`config.mk`:
```
export PLATFORM = sky130hd
export DESIGN_NAME = debug_loader
export DESIGN_NICKNAME = d
export VERILOG_FILES = /design/src/rtl/debug_loader.sv
export SDC_FILE = /design/constraint.sdc
export NUM_CORES = 1
export LEC_CHECK = 0
export CAP_MARGIN = 10
export CORE_MARGIN = 8
export CORE_UTILIZATION = 25
export DETAILED_ROUTE_END_ITERATION = 6
export PLACE_DENSITY = 0.44
export RECOVER_POWER = 100
export SLEW_MARGIN = 20
export SYNTH_ARGS = -nofsm -noshare
export SYNTH_HDL_FRONTEND = slang
export SYNTH_SLANG_ARGS = --single-unit
```
`constraint.sdc`:
```
create_clock -name top_clk -period 2.33 [get_ports top_clk]
set_input_delay 0.699 -clock top_clk [delete_from_list [all_inputs] [get_ports top_clk]]
set_output_delay 0.699 -clock top_clk [all_outputs]
set_load 0.01 [all_outputs]
```
`src/rtl/debug_loader.sv`:
```
// UART-side program loader: 'l' + 16-bit word count + little-endian words -> instruction memory.
// Optional LOADER_CHECKSUM_EN adds a trailing XOR checksum byte after the data.
module debug_loader #(
    parameter int ADDR_W      = 10,
    parameter int MAX_WORDS   = 1024,
    parameter int TIMEOUT_CYC = 50000
) (
    input  logic              top_clk,
    input  logic              top_rst_n,
    input  logic              rx_done_tick,
    input  logic [7:0]        rx_bus,
    input  logic              tx_done_tick,
    output logic              tx_start,
    output logic [7:0]        tx_bus,
    output logic              mem_we,
    output logic [ADDR_W-1:0] mem_addr,
    output logic [31:0]       mem_wdata,
    output logic              cpu_hold,
    output logic              load_done
);

    localparam int TMO_W = $clog2(TIMEOUT_CYC + 1);
    localparam logic [TMO_W-1:0] TMO_LAST = TMO_W'(TIMEOUT_CYC - 1);
    localparam logic [16:0] MAX_N = 17'(MAX_WORDS);
    localparam logic [7:0] CMD_LOAD = 8'h6C;
    localparam logic [7:0] ST_OK    = 8'h4B;
    localparam logic [7:0] ST_ERR   = 8'h45;

    typedef enum logic [2:0] {
        IDLE,
        LEN_LO,
        LEN_HI,
        DATA,
`ifdef LOADER_CHECKSUM_EN
        CHK,
`endif
        ACK_SEND,
        ACK_WAIT
    } state_t;

    state_t             state_q, state_d;
    logic [15:0]        len_q, len_d;
    logic [15:0]        word_cnt_q, word_cnt_d;
    logic [1:0]         byte_idx_q, byte_idx_d;
    logic [23:0]        shift_q, shift_d;
    logic [7:0]         xor_q, xor_d;
    logic [TMO_W-1:0]   tmo_q, tmo_d;
    logic               mem_we_q, mem_we_d;
    logic [ADDR_W-1:0]  mem_addr_q, mem_addr_d;
    logic [31:0]        mem_wdata_q, mem_wdata_d;
    logic [7:0]         tx_bus_q, tx_bus_d;
    logic               cpu_hold_q, cpu_hold_d;
    logic               load_done_q, load_done_d;

    logic               timed_state;
    logic               expired;
    logic               ack_go;
    logic [7:0]         ack_status;
    logic [15:0]        len_new;

    always_ff @(posedge top_clk or negedge top_rst_n) begin
        if (!top_rst_n) begin
            state_q     <= IDLE;
            len_q       <= '0;
            word_cnt_q  <= '0;
            byte_idx_q  <= '0;
            shift_q     <= '0;
            xor_q       <= '0;
            tmo_q       <= '0;
            mem_we_q    <= 1'b0;
            mem_addr_q  <= '0;
            mem_wdata_q <= '0;
            tx_bus_q    <= '0;
            cpu_hold_q  <= 1'b0;
            load_done_q <= 1'b0;
        end else begin
            state_q     <= state_d;
            len_q       <= len_d;
            word_cnt_q  <= word_cnt_d;
            byte_idx_q  <= byte_idx_d;
            shift_q     <= shift_d;
            xor_q       <= xor_d;
            tmo_q       <= tmo_d;
            mem_we_q    <= mem_we_d;
            mem_addr_q  <= mem_addr_d;
            mem_wdata_q <= mem_wdata_d;
            tx_bus_q    <= tx_bus_d;
            cpu_hold_q  <= cpu_hold_d;
            load_done_q <= load_done_d;
        end
    end

    always_comb begin
        state_d     = state_q;
        len_d       = len_q;
        word_cnt_d  = word_cnt_q;
        byte_idx_d  = byte_idx_q;
        shift_d     = shift_q;
        xor_d       = xor_q;
        tmo_d       = tmo_q;
        mem_we_d    = 1'b0;
        mem_addr_d  = mem_addr_q;
        mem_wdata_d = mem_wdata_q;
        tx_bus_d    = tx_bus_q;
        cpu_hold_d  = cpu_hold_q;
        load_done_d = load_done_q;
        ack_go      = 1'b0;
        ack_status  = ST_OK;
        len_new     = {rx_bus, len_q[7:0]};

        // Address advances the cycle after the write strobe, so the strobe sees the old address.
        if (mem_we_q) begin
            mem_addr_d = mem_addr_q + 1'b1;
        end

        timed_state = (state_q == LEN_LO) || (state_q == LEN_HI) || (state_q == DATA)
`ifdef LOADER_CHECKSUM_EN
                      || (state_q == CHK)
`endif
                      ;
        // A byte arriving on the expiry cycle wins over the timeout.
        expired = timed_state && !rx_done_tick && (tmo_q == TMO_LAST);
        if (timed_state) begin
            tmo_d = rx_done_tick ? '0 : tmo_q + 1'b1;
        end

        case (state_q)
            IDLE: begin
                if (rx_done_tick && rx_bus == CMD_LOAD) begin
                    state_d     = LEN_LO;
                    cpu_hold_d  = 1'b1;
                    load_done_d = 1'b0;
                    mem_addr_d  = '0;
                    byte_idx_d  = '0;
                    word_cnt_d  = '0;
                    xor_d       = '0;
                    tmo_d       = '0;
                end
            end
            LEN_LO: begin
                if (rx_done_tick) begin
                    len_d[7:0] = rx_bus;
                    state_d    = LEN_HI;
                end
            end
            LEN_HI: begin
                if (rx_done_tick) begin
                    len_d = len_new;
                    if (len_new == 16'd0) begin
`ifdef LOADER_CHECKSUM_EN
                        state_d = CHK;
`else
                        ack_go     = 1'b1;
                        ack_status = ST_OK;
`endif
                    end else if ({1'b0, len_new} > MAX_N) begin
                        ack_go     = 1'b1;
                        ack_status = ST_ERR;
                    end else begin
                        state_d = DATA;
                    end
                end
            end
            DATA: begin
                if (rx_done_tick) begin
                    xor_d      = xor_q ^ rx_bus;
                    byte_idx_d = byte_idx_q + 1'b1;
                    shift_d    = {rx_bus, shift_q[23:8]};
                    if (byte_idx_q == 2'd3) begin
                        mem_wdata_d = {rx_bus, shift_q};
                        mem_we_d    = 1'b1;
                        word_cnt_d  = word_cnt_q + 1'b1;
                        if (word_cnt_q + 16'd1 == len_q) begin
`ifdef LOADER_CHECKSUM_EN
                            state_d = CHK;
`else
                            ack_go     = 1'b1;
                            ack_status = ST_OK;
`endif
                        end
                    end
                end
            end
`ifdef LOADER_CHECKSUM_EN
            CHK: begin
                if (rx_done_tick) begin
                    ack_go     = 1'b1;
                    ack_status = (rx_bus == xor_q) ? ST_OK : ST_ERR;
                end
            end
`endif
            ACK_SEND: begin
                state_d = ACK_WAIT;
            end
            ACK_WAIT: begin
                if (tx_done_tick) begin
                    cpu_hold_d  = 1'b0;
                    load_done_d = (tx_bus_q == ST_OK);
                    state_d     = IDLE;
                end
            end
            default: begin
                state_d = IDLE;
            end
        endcase

        if (expired) begin
            ack_go     = 1'b1;
            ack_status = ST_ERR;
        end
        // Status byte is loaded on entry so it is stable while tx_start is high.
        if (ack_go) begin
            state_d  = ACK_SEND;
            tx_bus_d = ack_status;
        end
    end

    assign tx_start  = (state_q == ACK_SEND);
    assign tx_bus    = tx_bus_q;
    assign mem_we    = mem_we_q;
    assign mem_addr  = mem_addr_q;
    assign mem_wdata = mem_wdata_q;
    assign cpu_hold  = cpu_hold_q;
    assign load_done = load_done_q;

endmodule

```
# Yosys cells after proc, flatten, opt, wreduce, memory -nomap -nowiden
# Cells that the tools add are included.
# Widths: inputs -> output; s select.
[classes] reduce_logical=18 muxes=46 n_addsub=4 bitwise_logic=1 eq_ne=21 magnitude_cmp=1
[ops] operator="$mux 16" count=7
[ops] operator="$mux 8" count=5
[ops] operator="$add 16x1->16 const B" count=2
[ops] operator="$pmux 16 s2" count=1
[ops] operator="$mux 10" count=3
[ops] operator="$mux 3" count=7
[ops] operator="$ne 3x3->1 const B" count=6
[ops] operator="$pmux 3 s6" count=1
[ops] operator="$eq 16x16->1" count=1
[ops] operator="$eq 16x16->1 const B" count=1
[ops] operator="$eq 8x7->1 const B" count=2
[ops] operator="$gt 16x11->1 const B" count=1
[ops] operator="$logic_not 16->1" count=1
[ops] operator="$pmux 8 s2" count=1
[ops] operator="$mux 1" count=14
[ops] operator="$reduce_and 3->1" count=4
[ops] operator="$add 10x1->10 const B" count=1
[ops] operator="$ne 2x2->1 const B" count=4
[ops] operator="$reduce_and 7->1" count=1
[ops] operator="$eq 3x2->1 const B" count=2
[ops] operator="$eq 3x3->1 const B" count=2
[ops] operator="$pmux 1 s2" count=3
[ops] operator="$mux 2" count=2
[ops] operator="$mux 4" count=1
[ops] operator="other kinds (13)" count=18
[totals] reg_bits=130 out_inout_bits=54 in_bits=12

# Longest topological paths before layout
# Gate-level depths: netlist of the first run.
[depth] word_depth=9 depth_mapped=8 depth_no_buf=7

# Worst setup path after synthesis of the first run
# Ideal clock, no wire load.
[synth_timing] path_kind="input to register" startpoint="input rx_bus[7]" endpoint="register word_cnt_q[12]" stages=7 arrival_time_ps=2078 setup_time_ps=134 required_ps=2196 slack_ps=118 n_path_buf=1 cell_sequence="and4bb_2 nand3_1 nor4_4 o32ai_1 clkbuf_1 o21ai_0 o41ai_1"
[synth_between] elab_chain_len=4
[synth_lines] item="start, declared" line="11" source="input logic [7:0] rx_bus,"
[synth_lines] item="$eq 8x7->1" line="129" source="if (rx_done_tick && rx_bus == CMD_LOAD) begin"
[synth_lines] item="$logic_and 1x1->1" line="129"
[synth_lines] item="$ne 2x2->1 (no line)"
[synth_lines] item="$reduce_and 4->1 (no line)"
[synth_lines] item="end signal, assigned" line="79" source="word_cnt_q <= word_cnt_d;"
[synth_lines] item="end, declared" line="43" source="logic [15:0] word_cnt_q, word_cnt_d;"
# No other way between the ends.
# A chain may end at the register's enable or synchronous reset.

# Worst setup path after layout of the first run
[layout_timing] startpoint="input rx_bus[7]" endpoint="register state_q[2]"
[layout_between] elab_chain_len=8 elab_cells_between_ends=18 classes_between="order compare (1); eq/ne (8); mux (6); reduce/logical (3)"
[layout_lines] item="$gt 16x11->1" line="156" source="end else if ({1'b0, len_new} > MAX_N) begin"
[layout_lines] item="$mux 1" line="156"
[layout_lines] item="$mux 1" line="149" source="if (len_new == 16'd0) begin"
[layout_lines] item="$mux 1" line="147" source="if (rx_done_tick) begin"
[layout_lines] item="$pmux 1 s2" line="127" source="case (state_q)"
[layout_lines] item="$mux 1" line="207" source="if (expired) begin"
[layout_lines] item="$ne 3x3->1 (no line) / $ne 2x2->1 (equally long branches)"
[layout_lines] item="$reduce_and 7->1 (no line)"
[layout_lines] item="end signal, assigned" line="77" source="state_q <= state_d;"
[layout_lines] item="end, declared" line="41" source="state_t state_q, state_d;"
# Parallel ways exist; a longest one is shown, timed or not.

==> metrics.txt, run 1 <==
Root Buffer=clkbuf_16; fillers=2512; GRT Overall Usage=11.8%; Syn. warnings=0; port bufs=62; Site Rows=57; vias in the first global route=5073; Switch Pwr=2.87 mW; met2 WL=7810 um; Core Area=24200 sq um; cell count after synthesis=675; Final nets=811; M1 WL=7930 um; setup TNS=0 ns; worst path required time=2.63 ns; DRT Wirelength=16700 um; FMAX=443 MHz; share of the synthesized area in the top cell type=51.1%; Period minus WS final=2.26 ns; gr ovfl total=0; drt first pass iters=4; # H-tree levels=4; Syn Std Cell Area=6120 sq um; CTS clock-pin slew for the worst setup and hold paths=0.06 ns; Seq/Total Area, Yosys=51.1%; CP Launch Type=primary input; slowest stage delay, CP=0.49 ns; peak supply drop=0.478 mV; Die X=172 um; num ports=66; Overall Power=8.47 mW; WL/cell=14.7 um; MaxCap Viol Count=0; crit-path cells=clkdlybuf4s50_1 > or4_1 > nor2_1 > a31o_2 > o21ai_0 > buf_4 > a211o_1; Synth top cells by count=nand2_1, dfrtp_1, nor2_1, o21ai_0, a21oi_1; Final Cycle Share=97.0%; synth top area cells=dfrtp_1, nand2_1, nor2_1, mux2_2, xnor2_1; pwr dens=1030 nW/um^2; post-synth top area cell=dfrtp_1; WP data arrival=2.56 ns; CTS tree=built; Int Power=5.60 mW; crit path max fanout=3; DRC violations left=0; initial antenna violation count=0; Pins Over Slew Limit=0; Post-synth top flop=dfrtp_1; Worst Tran Pin Value=0.962 ns; pin count of the biggest net entering global routing=52; combinational power share=28.6%; Diodes inserted=0; Sw Share=33.9%; Distinct cells, synth=62; Vias=5038; average cell area after synthesis=9.07 sq um; area of the multi-input gates=2860 sq um; Top Metal Used=met4; Clock Sinks=125; Critical Path End Type=flop; global-route wire length before repair=27500 um; worst skew pair latency=0.42 ns; Initial Utilization=25.3%; Final setup violation count=0; Clk pwr share=31.0%; top-count cell post-synth=nand2_1; HPWL Detailed=11900 um; Synth Register Bits=125; DR vias/cell=4.45; number of enable flip-flop cells after synthesis=0; Syn-to-layout area delta=33.8%; Die H=172 um; Initial DRC Count=325; Setup CP Type=in -> reg; total die area=29800 sq um; CTS buffer count=17; Hold Vio Cnt, Final=0; leakage=3.82 nW; Slowest-stage cell, CP=or4_1; status=completed; Async S/R FF share, synth=100%; residual antenna-violating net count after detailed routing=0; worst hold path class=in -> async; met3 WL=734 um; power share of the sequential group=40.5%; Worst Skew=0.00531 ns; layout cells sized above 1=17.5%; Clock Path Buffers=2; Placer Congestion=0.752; area taken by flip-flops and latches=3130 sq um; Slew HR=35.9%
[power groups by stage]
stage	clock [mW]	sequential [mW]	combinational, mW
6_report	2.62	3.43	2.42
5_1_grt	2.81	3.54	2.73
4_1_cts	2.70	3.44	2.51
3_5_place_dp	0	3.46	2.50
3_3_place_gp	0	3.47	2.48
2_1_floorplan	0	3.40	1.44
[path summary, 6_finish.rpt]
kind	slack (ns)	cells past startpoint	to	from
worst min register to register	0.47	2	mem_wdata[15]	mem_wdata[15]
min in group top_clk	0.47	2	mem_wdata[15]	mem_wdata[15]
worst min-delay path	0.39	1	shift_q[4]	top_rst_n
worst max register to register	0.12	8	tx_bus[3]	word_cnt_q[1]
worst max-delay path	0.07	7	state_q[2]	rx_bus[7]
max in group asynchronous	0.48	2	tmo_q[8]	top_rst_n
[critical path: cells and delay by family]
family                 cells  cell delay (ns)
AND/OR/NAND/NOR            2             0.66
buffers and inverters      2             0.62
AO/OA/AOI/OAI              3             0.58
[repair_timing]
| item | 4_1_cts | 5_1_grt |
|---|---|---|
| pin swaps | 0 | 5 |
| resized for setup | 3 | 14 |
| hold buffers | 0 | 0 |
| setup endpoints to repair | 2 | 6 |
| setup buffers | 0 | 4 |
| cloned | 0 | 0 |
[final cells by class]
type,instances,share of cell area [%]
inverters,5,0.229
multi-input cells,511,34.9
clock inverters,13,1.73
clock buffers,19,5.41
repair buffers,135,14.5
flip-flops and latches,125,38.2
well taps,324,4.95
[stage by stage]
stage                     util (%)  worst slack, ns  cell area (sq um)  cells  hold WS (ns)
after floorplan                  -            0.118               6130    677         0.403
after global routing          33.9         -0.00609               8190   1132         0.462
after CTS                     33.8          0.00762               8170   1128         0.140
after global placement        31.4           -0.296               7580   1096         0.455
after detailed placement      31.4           -0.331               7580   1096         0.462
final                         33.9           0.0708               8190   1132         0.386
[per-layer routing]
layer  global-route usage, %  up-vias
met5                       0        -
met4                    3.71        0
met3                    3.26       15
met2                    18.8       72
met1                    15.4     2413
li1                        -     2538
[flip-flops by register name, summed over array words and instances, names as in the netlist, 3 cells and up]
name and cells:
word_cnt_q 16, state_q 3, shift_q 24, tx_bus 3
tmo_q 16, len_q 16, mem_addr 10, mem_wdata 32
[kinds of logic after synthesis]
| group | Yosys count | synth area share [%] |
|---|---|---|
| flops | 125 | 51.1 |
| other cells | 1 | 0.0613 |
| compound gates | 92 | 9.24 |
| buf+inv | 41 | 3.25 |
| mux | 20 | 3.62 |
| fa+ha+maj | 4 | 0.818 |
| xor+xnor | 33 | 4.72 |
| simple gates | 359 | 27.2 |
[layout by cell type, fill, tap and decap left out, types with 6 or more instances in the layout]
cell,count
mux2_2,17
a21oi_1,26
nand4_1,10
and3_1,10
nor4_1,6
nor2_1,58
clkdlybuf4s50_1,11
buf_4,57
xor2_1,12
xnor2_1,21
dlygate4sd3_1,49
dfrtp_1,122
nor3_1,9
nand2_1,205
o21ai_0,31
clkbuf_16,17
nor2b_1,7
nand3_1,20
clkbuf_1,6
(Power assumes the default switching activity.)
==> run 2, diff against run 1 <==
Settings changed: CORE_ASPECT_RATIO set to 0.7, CTS_BUF_LIST set to sky130_fd_sc_hd__clkbuf_16.
==> run 2 against run 1 <==
Against the previous run:
- via count shrank 0.66%
- critical path depth up 1
- design area decreased by 0.17%
- final cell count decreased by 0.18%
- largest cell class unchanged
- critical endpoint is now tx_bus[3]
- the run now ends with max-capacitance violations, max-slew violations left
- critical path type is now reg -> reg
- global-route usage rose by 0.085 points
==> metrics.txt, run 2 (synthesized netlist as in run 1, its figures left out) <==
Final Core Density=33.5%; Clock Sinks=125; Hold Vio Cnt, Final=0; Critical Path End Type=flop; Diodes inserted=0; met2 WL=7380 um; worst hold path class=reg -> reg; setup slack, reg-to-reg=0.06 ns; Top Metal Used=met4; initial antenna violation count=0; leakage=3.82 nW; Vias=5005; DRT Wirelength=17200 um; worst path required time=2.63 ns; power share of the sequential group=41.0%; Initial DRC Count=251; Syn-to-layout area delta=33.6%; DR vias/cell=4.43; CTS tree=built; Root Buffer=clkbuf_16; Placer Congestion=0.771; pin count of the biggest net entering global routing=50; worst r2r src=word_cnt_q[3]; GRT Overall Usage=11.9%; CP top delay family=simple AND/OR/NAND/NOR gates; Die X=203 um; CP bufs+invs=2; max FFs per register=32; Worst Tran Pin Value=1.80 ns; MaxCap Viol Count=1; Slew HR=-19.8%; drt first pass iters=6; HPWL Detailed=12100 um; crit path max fanout=6; setup TNS=0 ns; Switch Pwr=2.83 mW; WP depth=8; Clock Path Buffers=2; Site Rows=48; worst flop-to-flop path endpoint=tx_bus[3]; layout cells sized above 1=16.9%; combinational power share=29.1%; residual antenna-violating net count after detailed routing=0; # H-tree levels=4; Worst Skew=0.00918 ns; slowest stage delay, CP=0.41 ns; Setup CP Type=reg -> reg; R2R cell count=8; Critical path destination=tx_bus[3]; commonest non-fill, non-tap cell in the layout=nand2_1; peak supply drop=0.418 mV; Clk pwr share=30.0%; Int Power=5.54 mW; CP Launch Type=flop; violated checks=max-capacitance violations, max-slew violations; Sw Share=33.8%; WL/cell=15.2 um; Final Cycle Share=97.4%; Final nets=810; CTS clock-pin slew for the worst setup and hold paths=0.06 ns; Initial Utilization=25.1%; Final setup violation count=0; Crit path top cell by count=buf_4; Core Area=24400 sq um; Slowest-stage cell, CP=or3_1; pwr dens=1020 nW/um^2; M1 WL=9030 um; fillers=2566; met3 WL=616 um; Period minus WS final=2.27 ns; Crit. Startpoint=word_cnt_q[3]; crit-path cells=nand4_4 > buf_4 > or3_1 > and3_1 > o22ai_1 > nor4_2 > buf_4 > o311a_1; Pins Over Slew Limit=29; WP data arrival=2.57 ns; worst skew pair latency=0.42 ns; num ports=66; DRC violations left=0; CTS buffer count=17; Die H=147 um; status=finished with violations; most frequent cells in the layout=nand2_1, dfrtp_1, nor2_1; vias in the first global route=5023; gr ovfl total=0; global-route wire length before repair=28300 um; total die area=29800 sq um; port bufs=62; FMAX=441 MHz
run 2: metrics by stage:
step	area (sq um)	hold slack (ns)	worst slack (ns)	std cells	total power, mW
5_1_grt	8180	0.491	-0.0183	1130	8.95
3_5_place_dp	7660	0.460	-0.402	1097	6.01
6_report	8180	0.466	0.0613	1130	8.38
4_1_cts	8200	0.214	0.0179	1127	8.58
3_3_place_gp	7660	0.451	-0.372	1097	6.01
2_1_floorplan	6130	0.403	0.118	677	4.84
run 2: tightest hold or removal path, cell delays in order (launching register included):
cell and delay [ns]:
dfrtp_1 0.33, nand2_1 0.05, nand2_1 0.06
run 2: final cells by class:
cell class,instances,area [sq um],area share (%)
clock buffer,17,425,5.20
clock inverter,13,111,1.36
inverter,5,18.8,0.229
multi-input combinational,511,2860,35.0
sequential,125,3130,38.3
tap,325,407,4.97
timing repair buffer,134,1220,14.9
run 2: how the worst min path moves through the flow:
stage	slack [ns]	startpoint	depth (start not counted)	end
after floorplan	0.40	top_rst_n	0	byte_idx_q[0]
after global placement	0.45	shift_q[3]	2	mem_wdata[3]
after detailed placement	0.46	shift_q[3]	2	mem_wdata[3]
after CTS	0.21	top_rst_n	1	mem_wdata[10]
after global routing	0.49	shift_q[3]	2	mem_wdata[3]
final	0.47	mem_wdata[6]	2	mem_wdata[6]
run 2: layer usage:
metal	up-vias	track usage (%)
met5	-	0
met4	0	3.80
met1	2405	17.1
met3	12	3.10
met2	59	17.2
li1	2529	-
run 2: what timing repair did:
action,CTS,global route
pin swaps,1,8
gates resized for setup,2,19
buffers inserted,0,3
hold buffers,0,0
setup endpoints to repair,6,6
run 2: power by group through the flow:
stage               registers (mW)  logic, mW  clock network [mW]
floorplan                     3.40       1.44                   0
global route                  3.54       2.74                2.67
finish                        3.43       2.43                2.51
detailed placement            3.47       2.53                   0
global placement              3.48       2.53                   0
CTS                           3.45       2.55                2.58
